$ cat config.mk
export PLATFORM = sky130hd
export DESIGN_NAME = shift_sequencer_flat
export DESIGN_NICKNAME = d
export VERILOG_FILES = /design/src/rtl/shift_sequencer_if.sv /design/src/rtl/shift_sequencer.sv /design/src/flat_wrapper.sv
export SDC_FILE = /design/constraint.sdc
export NUM_CORES = 1
export LEC_CHECK = 0
export CORE_MARGIN = 1.5
export CORE_UTILIZATION = 46
export CTS_CLUSTER_DIAMETER = 120
export DETAILED_ROUTE_END_ITERATION = 8
export PLACE_DENSITY_LB_ADDON = 0.1
export SYNTH_ARGS = -nofsm -noshare
export SYNTH_HDL_FRONTEND = slang
export SYNTH_SLANG_ARGS = --single-unit
$ cat constraint.sdc
create_clock -name clk -period 1.3 [get_ports clk]
set_input_delay 0.13 -clock clk [delete_from_list [all_inputs] [get_ports clk]]
set_output_delay 0.13 -clock clk [all_outputs]
set_load 0.02 [all_outputs]
$ cat src/rtl/shift_sequencer_if.sv
// shift_sequencer_if: start/busy/done handshake bundle for the shift sequencer.
// master drives start/op/data_in/shamt; slave returns busy/done/data_out.
interface shift_sequencer_if #(
  parameter int DATA_W  = 32,
  parameter int SHAMT_W = 5
);
  logic               start;
  logic [1:0]         op;
  logic [DATA_W-1:0]  data_in;
  logic [SHAMT_W-1:0] shamt;
  logic               busy;
  logic               done;
  logic [DATA_W-1:0]  data_out;

  modport master (
    output start,
    output op,
    output data_in,
    output shamt,
    input  busy,
    input  done,
    input  data_out
  );

  modport slave (
    input  start,
    input  op,
    input  data_in,
    input  shamt,
    output busy,
    output done,
    output data_out
  );
endinterface

$ cat src/rtl/shift_sequencer.sv
// shift_sequencer: one-bit-per-clock SLL/SRL/SRA/ROR unit replacing a barrel shifter.
// Ports: clk, reset_n (async, active-low), bus (slave: start/op/data_in/shamt in; busy/done/data_out out).
module shift_sequencer #(
  parameter int DATA_W  = 32,
  parameter int SHAMT_W = 5
) (
  input logic              clk,
  input logic              reset_n,
  shift_sequencer_if.slave bus
);

  typedef enum logic [1:0] {
    IDLE  = 2'd0,
    SHIFT = 2'd1,
    DONE  = 2'd2
  } state_e;

  localparam logic [1:0] OP_SLL = 2'b00;
  localparam logic [1:0] OP_SRL = 2'b01;
  localparam logic [1:0] OP_SRA = 2'b10;
  localparam logic [1:0] OP_ROR = 2'b11;

  state_e             state_q, state_d;
  logic [DATA_W-1:0]  data_q, data_d;
  logic [SHAMT_W-1:0] cnt_q, cnt_d;
  logic [1:0]         op_q, op_d;

  function automatic logic [DATA_W-1:0] shift1(
    input logic [1:0]        op,
    input logic [DATA_W-1:0] d
  );
    logic [DATA_W-1:0] r;
    r = d;
    unique case (op)
      OP_SLL: r = {d[DATA_W-2:0], 1'b0};
      OP_SRL: r = {1'b0, d[DATA_W-1:1]};
      OP_SRA: r = {d[DATA_W-1], d[DATA_W-1:1]};
      OP_ROR: r = {d[0], d[DATA_W-1:1]};
    endcase
    return r;
  endfunction

  always_ff @(posedge clk or negedge reset_n) begin
    if (!reset_n) begin
      state_q <= IDLE;
      data_q  <= '0;
      cnt_q   <= '0;
      op_q    <= OP_SLL;
    end else begin
      state_q <= state_d;
      data_q  <= data_d;
      cnt_q   <= cnt_d;
      op_q    <= op_d;
    end
  end

  // DONE accepts a new start just like IDLE, giving back-to-back ops.
  // Exit on cnt==1 so the counter never wraps below zero.
  always_comb begin
    state_d = state_q;
    data_d  = data_q;
    cnt_d   = cnt_q;
    op_d    = op_q;
    unique case (state_q)
      IDLE, DONE: begin
        if (bus.start) begin
          data_d  = bus.data_in;
          op_d    = bus.op;
          cnt_d   = bus.shamt;
          state_d = (bus.shamt == '0) ? DONE : SHIFT;
        end else begin
          state_d = IDLE;
        end
      end
      SHIFT: begin
        data_d = shift1(op_q, data_q);
        cnt_d  = cnt_q - SHAMT_W'(1);
        if (cnt_q == SHAMT_W'(1)) begin
          state_d = DONE;
        end
      end
      default: state_d = IDLE;
    endcase
  end

  always_comb begin
    bus.busy     = (state_q == SHIFT);
    bus.done     = (state_q == DONE);
    bus.data_out = data_q;
  end

endmodule

$ cat src/flat_wrapper.sv
// flat-port wrapper written by rule: the top's interface ports become plain ports
module shift_sequencer_flat 
#(
  parameter int DATA_W  = 32,
  parameter int SHAMT_W = 5
)
  (clk, reset_n, bus_start, bus_op, bus_data_in, bus_shamt, bus_busy, bus_done, bus_data_out);
  shift_sequencer_if #(.DATA_W(DATA_W), .SHAMT_W(SHAMT_W)) bus_i ();
  input logic clk;
  input logic reset_n;
  input wire logic [$bits(bus_i.start)-1:0] bus_start;
  input wire logic [$bits(bus_i.op)-1:0] bus_op;
  input wire logic [$bits(bus_i.data_in)-1:0] bus_data_in;
  input wire logic [$bits(bus_i.shamt)-1:0] bus_shamt;
  output wire logic [$bits(bus_i.busy)-1:0] bus_busy;
  output wire logic [$bits(bus_i.done)-1:0] bus_done;
  output wire logic [$bits(bus_i.data_out)-1:0] bus_data_out;
  assign bus_i.start = bus_start;
  assign bus_i.op = bus_op;
  assign bus_i.data_in = bus_data_in;
  assign bus_i.shamt = bus_shamt;
  assign bus_busy = bus_i.busy;
  assign bus_done = bus_i.done;
  assign bus_data_out = bus_i.data_out;
  shift_sequencer #(.DATA_W(DATA_W), .SHAMT_W(SHAMT_W)) u_core (.clk(clk), .reset_n(reset_n), .bus(bus_i));
endmodule
==> results of run 1 <==
[cell families (layout without fill, tap and decap cells)]
family / Yosys count / in the layout / share of synthesized area, %
buffers and inverters: 26 / 121 / 7.35
AND/OR/NAND/NOR: 181 / 181 / 34.2
AO/OA/AOI/OAI: 45 / 45 / 12.6
flip-flops: 41 / 41 / 44.3
adder cells (fa/ha/maj): 2 / 2 / 1.08
multiplexers: 1 / 1 / 0.432
[cell type report]
class | instances | share of cell area [%]
tap | 67 | 2.39
sequential | 41 | 29.3
inverter | 3 | 0.393
clock buffer | 8 | 2.29
timing repair buffer | 110 | 29.2
multi-input combinational | 229 | 36.3
[report_power, final]
| part | internal [mW] | switching (mW) | total (mW) |
|---|---|---|---|
| logic | 2.86 | 3.18 | 6.04 |
| clock network | 0.382 | 0.434 | 0.817 |
| registers | 1.97 | 0.691 | 2.66 |
[through the flow]
| step | setup slack, ns | power [mW] | utilization, % | hold slack [ns] |
|---|---|---|---|---|
| after global routing | -0.0899 | 10.2 | 73.2 | 0.391 |
| after global placement | -0.148 | 8.08 | 67.0 | 0.120 |
| after detailed placement | -0.210 | 8.22 | 67.0 | 0.119 |
| final | -0.0555 | 9.52 | 73.2 | 0.331 |
| after floorplan | 0.0630 | 6.15 | - | -0.166 |
| after CTS | -0.0334 | 9.09 | 70.3 | 0.354 |
[what timing repair did]
| action | CTS | global route |
|---|---|---|
| setup endpoints to repair | 49 | 38 |
| pin swaps | 1 | 20 |
| gates resized for setup | 57 | 33 |
| hold buffers | 1 | 0 |
| cloned | 2 | 0 |
| buffers inserted | 4 | 3 |
| endpoints found under the hold margin | 41 | 0 |
[flip-flops by register name, summed over array words and instances, names as in the netlist]
| register | flops |
|---|---|
| u_core.state_q | 2 |
| u_core.cnt_q | 5 |
| u_core.op_q | 2 |
| u_core.bus.data_out | 32 |
[cell usage in the layout, fill, tap and decap left out, types with 2 or more instances in the layout]
master             n
a221o_1            2
nand2_1          123
buf_6             10
dlygate4sd2_1     32
buf_12             2
dfrtp_1           40
and3_1            20
a31oi_1           29
nor2_1             4
and3_4            10
or4_1              2
clkdlybuf4s50_1   40
o21ai_1            4
clkbuf_8           5
nand3_1            4
buf_4             22
clkbuf_1           3
nand2_2            4
buf_2              3
nand2_4            5
[worst max-delay path, delay by kind of cell, from the launching register on]
kind | cells | cell delay, ns
compound gates | 1 | 0.15
buf+inv | 4 | 0.42
flops | 1 | 0.46
simple gates | 2 | 0.24
[synthesized netlist by cell type (3+ instances only)]
cell type  instances  area, um^2
nand3_1            4        20.0
buf_4              5        37.5
nor2_1             5        18.8
and3_1            30         188
buf_2             10        50.1
dfrtp_1           41        1030
nand2_1          132         495
a31oi_1           31         194
clkbuf_1           4        15.0
o21ai_1            3        15.0
buf_8              3        45.0
[how the worst max path moves through the flow]
stage / startpoint / endpoint / slack [ns] / cells past startpoint
floorplan: u_core.state_q[1] / u_core.bus.data_out[31] / 0.06 / 6
global placement: bus_start / u_core.bus.data_out[31] / -0.15 / 5
detailed placement: bus_start / u_core.bus.data_out[31] / -0.21 / 5
CTS: u_core.state_q[1] / u_core.cnt_q[1] / -0.03 / 6
global route: u_core.state_q[0] / u_core.bus.data_out[31] / -0.09 / 4
finish: u_core.state_q[0] / u_core.bus.data_out[26] / -0.06 / 7
[layer usage]
metal / routed length [um] / share of wire, % / GRT usage (%) / vias to the layer above
li1: - / - / - / 1190
met1: 2910 / 42 / 32.3 / 1213
met2: 3510 / 51 / 44.3 / 87
met3: 354 / 5.1 / 3.39 / 12
met4: 113 / 1.6 / 10.7 / 0
met5: 0 / 0 / 0 / -
==> results.yml, run 1 <==
status:
  status: "finished, violations left"
  failed_checks: "setup timing"
floorplanning:
  start_util_pct: 48.4
  die_height_um: 73.9
  die-area_um2: 5470
  placeableCoreArea_um2: 4790
  floorplan.rows: 25
  io-pin-count: 76
  fp.dieW_um: 73.9
synth:
  synth_cell_types: 33
  synth_seq_area_share_pct: 44.3
  asyncSetResetFlopFracSynth_pct: 100
  ys.flop_type: "dfrtp_1"
  synthesis.area_per_instance_um2: 7.82
  ys.warnings.count: 0
  post_synth_edffs: 0
  syn_inst: 296
  synth.ff_latch_count: 41
  synth.cell_area_um2: 2310
  synth_nets: 340
pwr:
  worst_ir_drop_vdd_uv: 1440
  p_leak_nw: 1.66
  cellPowerDensity_nw_per_um2: 2720
clock_tree:
  tritoncts.num_buffers: 5
  clk_latency_ns: 0.29
  ctsHtreeMaxLevel: 2
  ctsRootBufferMaster: "clkbuf_8"
  cts_num_sinks: 41
  cts.reportedPaths.clkPinSlew_ns: 0.08
  tritoncts_clock_tree: "yes"
  cts_max_path_buffers: 2
worst_setup_path:
  worst_r2r_path_depth: 7
  critical_path.most_common_cell: "buf_6"
  path_class: "register to register"
  critical_path.slowest_cell: "dfrtp_2"
  timing.rr.end: "u_core.bus.data_out[26]"
  worstPathMaxFanout: 5
  crit_required_ns: 1.51
  timing.critical_path.slowest_cell_delay_ns: 0.46
  timing.critical_path.cells: "nand2b_4, inv_4, buf_6, buf_6, buf_6, and3_4, a31oi_1"
  cp-start-kind: "register"
  r2r-start: "u_core.state_q[0]"
  worst-r2r-setup-slack_ns: -0.06
  critPathCaptureType: "register"
  cp.arrival_ns: 1.56
global_route:
  first_pass_grt_wire_length_mm: 10.9
  grt_pass1_vias: 2399
  largest_net_degree_at_the_start_of_global_routing: 42
  groute.usage.overall_pct: 25.6
  antenna_found_initial: 0
  globalRoute.totalOverflow: 0
placement:
  place_area_um2: 3210
  finalWeightedCongestion: 0.836
  port-buffer-count: 75
  dp_cells: 441
  place.detailed.hpwl_mm: 4.38
drt:
  detail-route-antenna-nets: 0
  dr_total_vias: 2502
  viasPerCell: 5.46
  drt-wirelength-per-cell_um: 15.0
  drcViolationCount: 0
  drt_first_pass_iters: 4
  wirelength_mm: 6.89
  drt-initial-drc-count: 217
timing:
  setup_total_negative_slack_ns: -0.269
  post_layout_worst_setup_margin_ns: -0.0555
  hold_viol: 0
  period_minus_slack_ns: 1.36
  worst_slew_pin_slew_ns: 0.305
  grt_setup_unrepaired: "yes"
  final.setup_skew_ns: 0.00556
  timing.final.setup_violations: 15
  timing.slew.headroom_pct: 79.7
  timing.final.max_slew_violations: 0
  layout_worst_path_cycle_share_pct: 104
  clock.fmax_mhz: 738
hold_path:
  hp-class: "input port to async pin"
cells_and_area:
  final_layout_size_suffix_gt1_share_pct: 18.9
  fin_nets: 434
  nFillCells: 388
  insertedDiodeCount: 0
  final_instance_area_um2: 3500
  area_used_by_sequential_logic_in_the_layout_um2: 1030
  multi_input_area_um2: 1270
  fin_cells: 458
  area_added_between_synthesis_and_finish_pct: 51.2
job:
  drv_cap: 0
Note: power is estimated with default switching activity, not from simulation.
==> inputs of run 2 (changes only) <==
CORE_UTILIZATION = 30   (was 46)
clock period = 1.4 ns   (was 1.3 ns; I/O delays follow)
==> run 2 against run 1 <==
The run now ends clean. Die area increased by 51%. Sequential share of layout area rose by 1.9 points. Largest cell class unchanged. Non-clock buffer count is 15 lower. Final cell count increased by 3.7%. Clock skew increased by 0.0032 ns.
==> results.yml, run 2 (synthesis results as in run 1) <==
status:
  status: "finished clean"
timing:
  clock.fmax_mhz: 745
  final.setup_skew_ns: 0.00876
  timing.slew.headroom_pct: 76.9
  timing.final.max_slew_violations: 0
  layout_worst_path_cycle_share_pct: 95.8
  whs_ns: 0.339
  post_layout_worst_setup_margin_ns: 0.0586
  period_minus_slack_ns: 1.34
  grt_setup_unrepaired: "yes"
  timing.final.setup_violations: 0
  hold_viol: 0
  worst_slew_pin_slew_ns: 0.342
floorplanning:
  placeableCoreArea_um2: 7370
  fp.dieW_um: 90.8
  start_util_pct: 31.4
  die-area_um2: 8250
  io-pin-count: 76
  floorplan.rows: 31
  die_height_um: 90.8
placement:
  place_area_um2: 3190
  place.detailed.hpwl_mm: 4.58
  port-buffer-count: 75
  placement_stage_worst_setup_slack_ns: -0.0845
  finalWeightedCongestion: 0.817
cells_and_area:
  mostFrequentLayoutCell: "nand2_1"
  nFillCells: 782
  multi_input_area_um2: 1130
  final_layout_size_suffix_gt1_share_pct: 9.04
  finalCoreUtilization_pct: 44.6
  insertedDiodeCount: 0
  largest_reg_flops: 32
  area_added_between_synthesis_and_finish_pct: 42.1
  area_used_by_sequential_logic_in_the_layout_um2: 1030
  fin_nets: 419
  final_instance_area_um2: 3290
  commonest_cells_after_routing_fill_and_taps_aside: "nand2_1, dfrtp_1, clkdlybuf4s50_1"
drt:
  wirelength_mm: 6.73
  drt-wirelength-per-cell_um: 14.2
  drt-initial-drc-count: 133
  drt_first_pass_iters: 4
  drcViolationCount: 0
  viasPerCell: 4.88
  detail-route-antenna-nets: 0
  dr_total_vias: 2318
clock_tree:
  cts_max_path_buffers: 2
  clk_latency_ns: 0.29
  tritoncts.num_buffers: 5
  tritoncts_clock_tree: "yes"
  cts.reportedPaths.clkPinSlew_ns: 0.08
  ctsHtreeMaxLevel: 2
  ctsRootBufferMaster: "clkbuf_8"
  cts_num_sinks: 41
worst_setup_path:
  critical_path.slowest_cell: "dfrtp_1"
  cp-start-kind: "register"
  timing.critical_path.cells: "nand2b_1, inv_2, buf_12, nor2_2, a221o_1"
  path_class: "register to register"
  crit_required_ns: 1.57
  timing.critical_path.slowest_cell_delay_ns: 0.37
  cp.arrival_ns: 1.51
  crit_end: "u_core.cnt_q[1]"
  worst-r2r-setup-slack_ns: 0.06
  r2r-start: "u_core.state_q[1]"
  timing.rr.end: "u_core.cnt_q[1]"
  setup.worst_path.start: "u_core.state_q[1]"
  worstPathMaxFanout: 21
  worst_r2r_path_depth: 5
  critPathCaptureType: "register"
global_route:
  groute.usage.overall_pct: 17.2
  antenna_found_initial: 0
  grt_pass1_vias: 2255
  largest_net_degree_at_the_start_of_global_routing: 42
  globalRoute.totalOverflow: 0
  first_pass_grt_wire_length_mm: 11.4
pwr:
  worst_ir_drop_vdd_uv: 1040
  share_comb_of_total_power_pct: 58.6
  p_seq_share_pct: 30.7
  cellPowerDensity_nw_per_um2: 2450
  report.power.total_mw: 8.05
  clkPwrFrac_pct: 10.7
  switchingPower_mw: 3.68
  switching_share_pct: 45.7
  p_leak_nw: 1.56
  internal-power_mw: 4.37
job:
  drv_cap: 0
hold_path:
  hp-class: "input port to async pin"
-- run 2: cell count changes in the layout (fill, tap and decap cells not counted), sizes merged --
cell	previous run	this run
clkinv	0	1
clkbuf	8	7
dlygate4sd2	32	33
buf	37	21
-- run 2: metal layers --
layer	global-route usage, %	part of all wire (%)	up-vias
li1	-	-	1162
met1	24.1	48	1092
met2	27.2	47	62
met3	3.11	4.1	2
met4	4.17	0.36	0
met5	0	0	-
-- run 2: final cells by class --
class	count	area share (%)
clock buffers	7	2.93
clock inverters	1	0.152
inverters	3	0.342
multi-input cells	229	34.3
flip-flops and latches	41	31.2
well taps	99	3.77
repair buffers	95	27.3
-- run 2: worst min-delay path by stage --
stage | endpoint | slack, ns | cells past startpoint
after floorplan | u_core.bus.data_out[0] | -0.16 | 0
after global placement | u_core.bus.data_out[2] | 0.14 | 2
after detailed placement | u_core.bus.data_out[29] | 0.14 | 2
after CTS | u_core.bus.data_out[29] | 0.35 | 3
after global routing | u_core.bus.data_out[29] | 0.36 | 3
final | u_core.bus.data_out[2] | 0.34 | 3
-- run 2: through the flow --
stage | TNS (ns) | cells
5_1_grt | -0.0226 | 475
6_report | 0 | 475
2_1_floorplan | 0 | 296
3_5_place_dp | -0.848 | 465
3_3_place_gp | -0.591 | 465
4_1_cts | 0 | 474
-- run 2: power by group through the flow --
stage / logic [mW] / registers, mW / clock network [mW]
2_1_floorplan: 2.77 / 2.93 / 0
3_3_place_gp: 4.98 / 2.51 / 0
3_5_place_dp: 5.04 / 2.52 / 0
4_1_cts: 4.76 / 2.48 / 0.900
5_1_grt: 5.30 / 2.58 / 0.951
6_report: 4.72 / 2.47 / 0.859
-- run 2: what timing repair did --
| action | 4_1_cts | 5_1_grt |
|---|---|---|
| setup buffers | 0 | 1 |
| gates cloned | 0 | 0 |
| hold buffers | 1 | 0 |
| gates resized for setup | 39 | 6 |
| endpoints found under the setup margin | 38 | 15 |
| hold endpoints to repair | 41 | 0 |
-- run 2: worst max-delay path, delay by kind of cell (launching register included) --
kind | cells | cell delay [ns]
AO/OA/AOI/OAI | 1 | 0.30
buffers and inverters | 2 | 0.30
flip-flops | 1 | 0.37
AND/OR/NAND/NOR | 2 | 0.25
==> inputs of run 3 (changes only) <==
ABC_CLOCK_PERIOD_IN_PS = 1330   (was default)
clock period = 1.33 ns   (was 1.4 ns; I/O delays follow)
==> run 3 against run 2 <==
The flow now finishes with violations (setup timing). Fmax decreased by 0.42%. Design area grew 1.6%. Final cell count up 1.1%. Sequential share of layout area down 0.46 points. Non-clock buffer count is 6 higher. Critical path type unchanged.
==> results.yml, run 3 (synthesis results as in run 1) <==
placement:
  dp_cells: 468
  placement_stage_worst_setup_slack_ns: -0.171
  finalWeightedCongestion: 0.789
  place.detailed.hpwl_mm: 4.68
  port-buffer-count: 75
  place_area_um2: 3210
cells_and_area:
  fin_cells: 480
  multi_input_area_um2: 1140
  fin_nets: 425
  finalCoreUtilization_pct: 45.3
  final_layout_size_suffix_gt1_share_pct: 10.8
  area_used_by_sequential_logic_in_the_layout_um2: 1030
  nFillCells: 768
  largest_reg_flops: 32
  insertedDiodeCount: 0
  area_added_between_synthesis_and_finish_pct: 44.4
  final_instance_area_um2: 3340
  mostFrequentLayoutCell: "nand2_1"
  commonest_cells_after_routing_fill_and_taps_aside: "nand2_1, clkdlybuf4s50_1, dfrtp_1"
timing:
  clock.fmax_mhz: 742
  grt_setup_unrepaired: "yes"
  worst_slew_pin_slew_ns: 0.401
  timing.slew.headroom_pct: 72.9
  final.setup_skew_ns: 0.00261
  hold_viol: 0
  timing.final.setup_violations: 6
  timing.final.max_slew_violations: 0
  post_layout_worst_setup_margin_ns: -0.0170
  period_minus_slack_ns: 1.35
  layout_worst_path_cycle_share_pct: 101
  setup_total_negative_slack_ns: -0.0699
global_route:
  grt_most_used_layer: "met2"
  groute.usage.overall_pct: 17.5
  largest_net_degree_at_the_start_of_global_routing: 42
  groute.layer.met2.usage_pct: 28.2
  antenna_found_initial: 0
  first_pass_grt_wire_length_mm: 11.7
  groute.layer.met1.usage_pct: 24.2
  grt_pass1_vias: 2330
  globalRoute.totalOverflow: 0
  met3_resource_use_gr_pct: 3.37
floorplanning:
  floorplan.rows: 31
  die-area_um2: 8250
  start_util_pct: 31.4
  placeableCoreArea_um2: 7370
  io-pin-count: 76
  die_height_um: 90.8
  fp.dieW_um: 90.8
clock_tree:
  cts_num_sinks: 41
  ctsHtreeMaxLevel: 2
  tritoncts.num_buffers: 5
  cts.reportedPaths.clkPinSlew_ns: 0.08
  ctsRootBufferMaster: "clkbuf_8"
  cts_max_path_buffers: 2
  clk_latency_ns: 0.29
  tritoncts_clock_tree: "yes"
drt:
  drcViolationCount: 0
  dr_total_vias: 2381
  drt-wirelength-per-cell_um: 14.4
  wirelength_mm: 6.89
  viasPerCell: 4.96
  detail-route-antenna-nets: 0
  drt_first_pass_iters: 4
  drt-initial-drc-count: 130
pwr:
  p_leak_nw: 1.58
  cellPowerDensity_nw_per_um2: 2580
  worst_ir_drop_vdd_uv: 1260
status:
  status: "finished, violations left"
  failed_checks: "setup timing"
worst_setup_path:
  critPathCaptureType: "register"
  cp-start-kind: "register"
  path_class: "register to register"
  crit_required_ns: 1.51
  worstPathMaxFanout: 5
  cp.arrival_ns: 1.53
hold_path:
  hp-class: "input port to async pin"
job:
  drv_cap: 0
-- run 3: report_power, final --
part           total (mW)  switching (mW)  internal (mW)
logic                5.16            2.84           2.32
registers            2.63           0.699           1.93
clock network       0.838           0.425          0.413
total                8.62            3.96           4.66
-- run 3: area by class of cell --
| cell class | instances | share of cell area, % |
|---|---|---|
| tap | 99 | 3.71 |
| clock buffer | 7 | 2.58 |
| multi-input combinational | 229 | 34.0 |
| inverter | 3 | 0.487 |
| sequential | 41 | 30.7 |
| timing repair buffer | 101 | 28.5 |
-- run 3: stage by stage --
step	power, mW	hold WS [ns]
final	8.62	0.351
after floorplan	6.01	-0.163
after CTS	8.62	0.359
after global placement	7.92	0.133
after global routing	9.44	0.376
after detailed placement	8.01	0.134
-- run 3: timing repair --
action / CTS / global route
buffers inserted: 1 / 3
pin swaps: 2 / 7
cloned: 0 / 0
hold buffers: 1 / 0
resized for setup: 45 / 8
endpoints found under the hold margin: 41 / 0
setup endpoints to repair: 43 / 35
-- run 3: final timing paths --
check | from | to | slack (ns) | depth (start not counted)
max | u_core.state_q[0] | u_core.bus.data_out[31] | -0.02 | 5
min | reset_n | u_core.bus.data_out[29] | 0.35 | 3
max reg2reg | u_core.state_q[0] | u_core.bus.data_out[31] | -0.02 | 5
min reg2reg | u_core.op_q[0] | u_core.op_q[0] | 0.54 | 2
max in group asynchronous | reset_n | u_core.state_q[0] | 0.77 | 3
min in group clk | bus_data_in[21] | u_core.bus.data_out[21] | 0.40 | 3
-- run 3: worst max-delay path: stages (launching register included) --
cell,delay (ns)
dfrtp_2,0.44
buf_6,0.13
nor2b_4,0.16
mux2i_2,0.27
o21ai_1,0.08
a21o_1,0.15
-- run 3: layer usage --
layer / vias up / wire [um]
li1: 1170 / -
met1: 1132 / 3280
met2: 75 / 3200
met3: 4 / 363
met4: 0 / 48
met5: - / 0
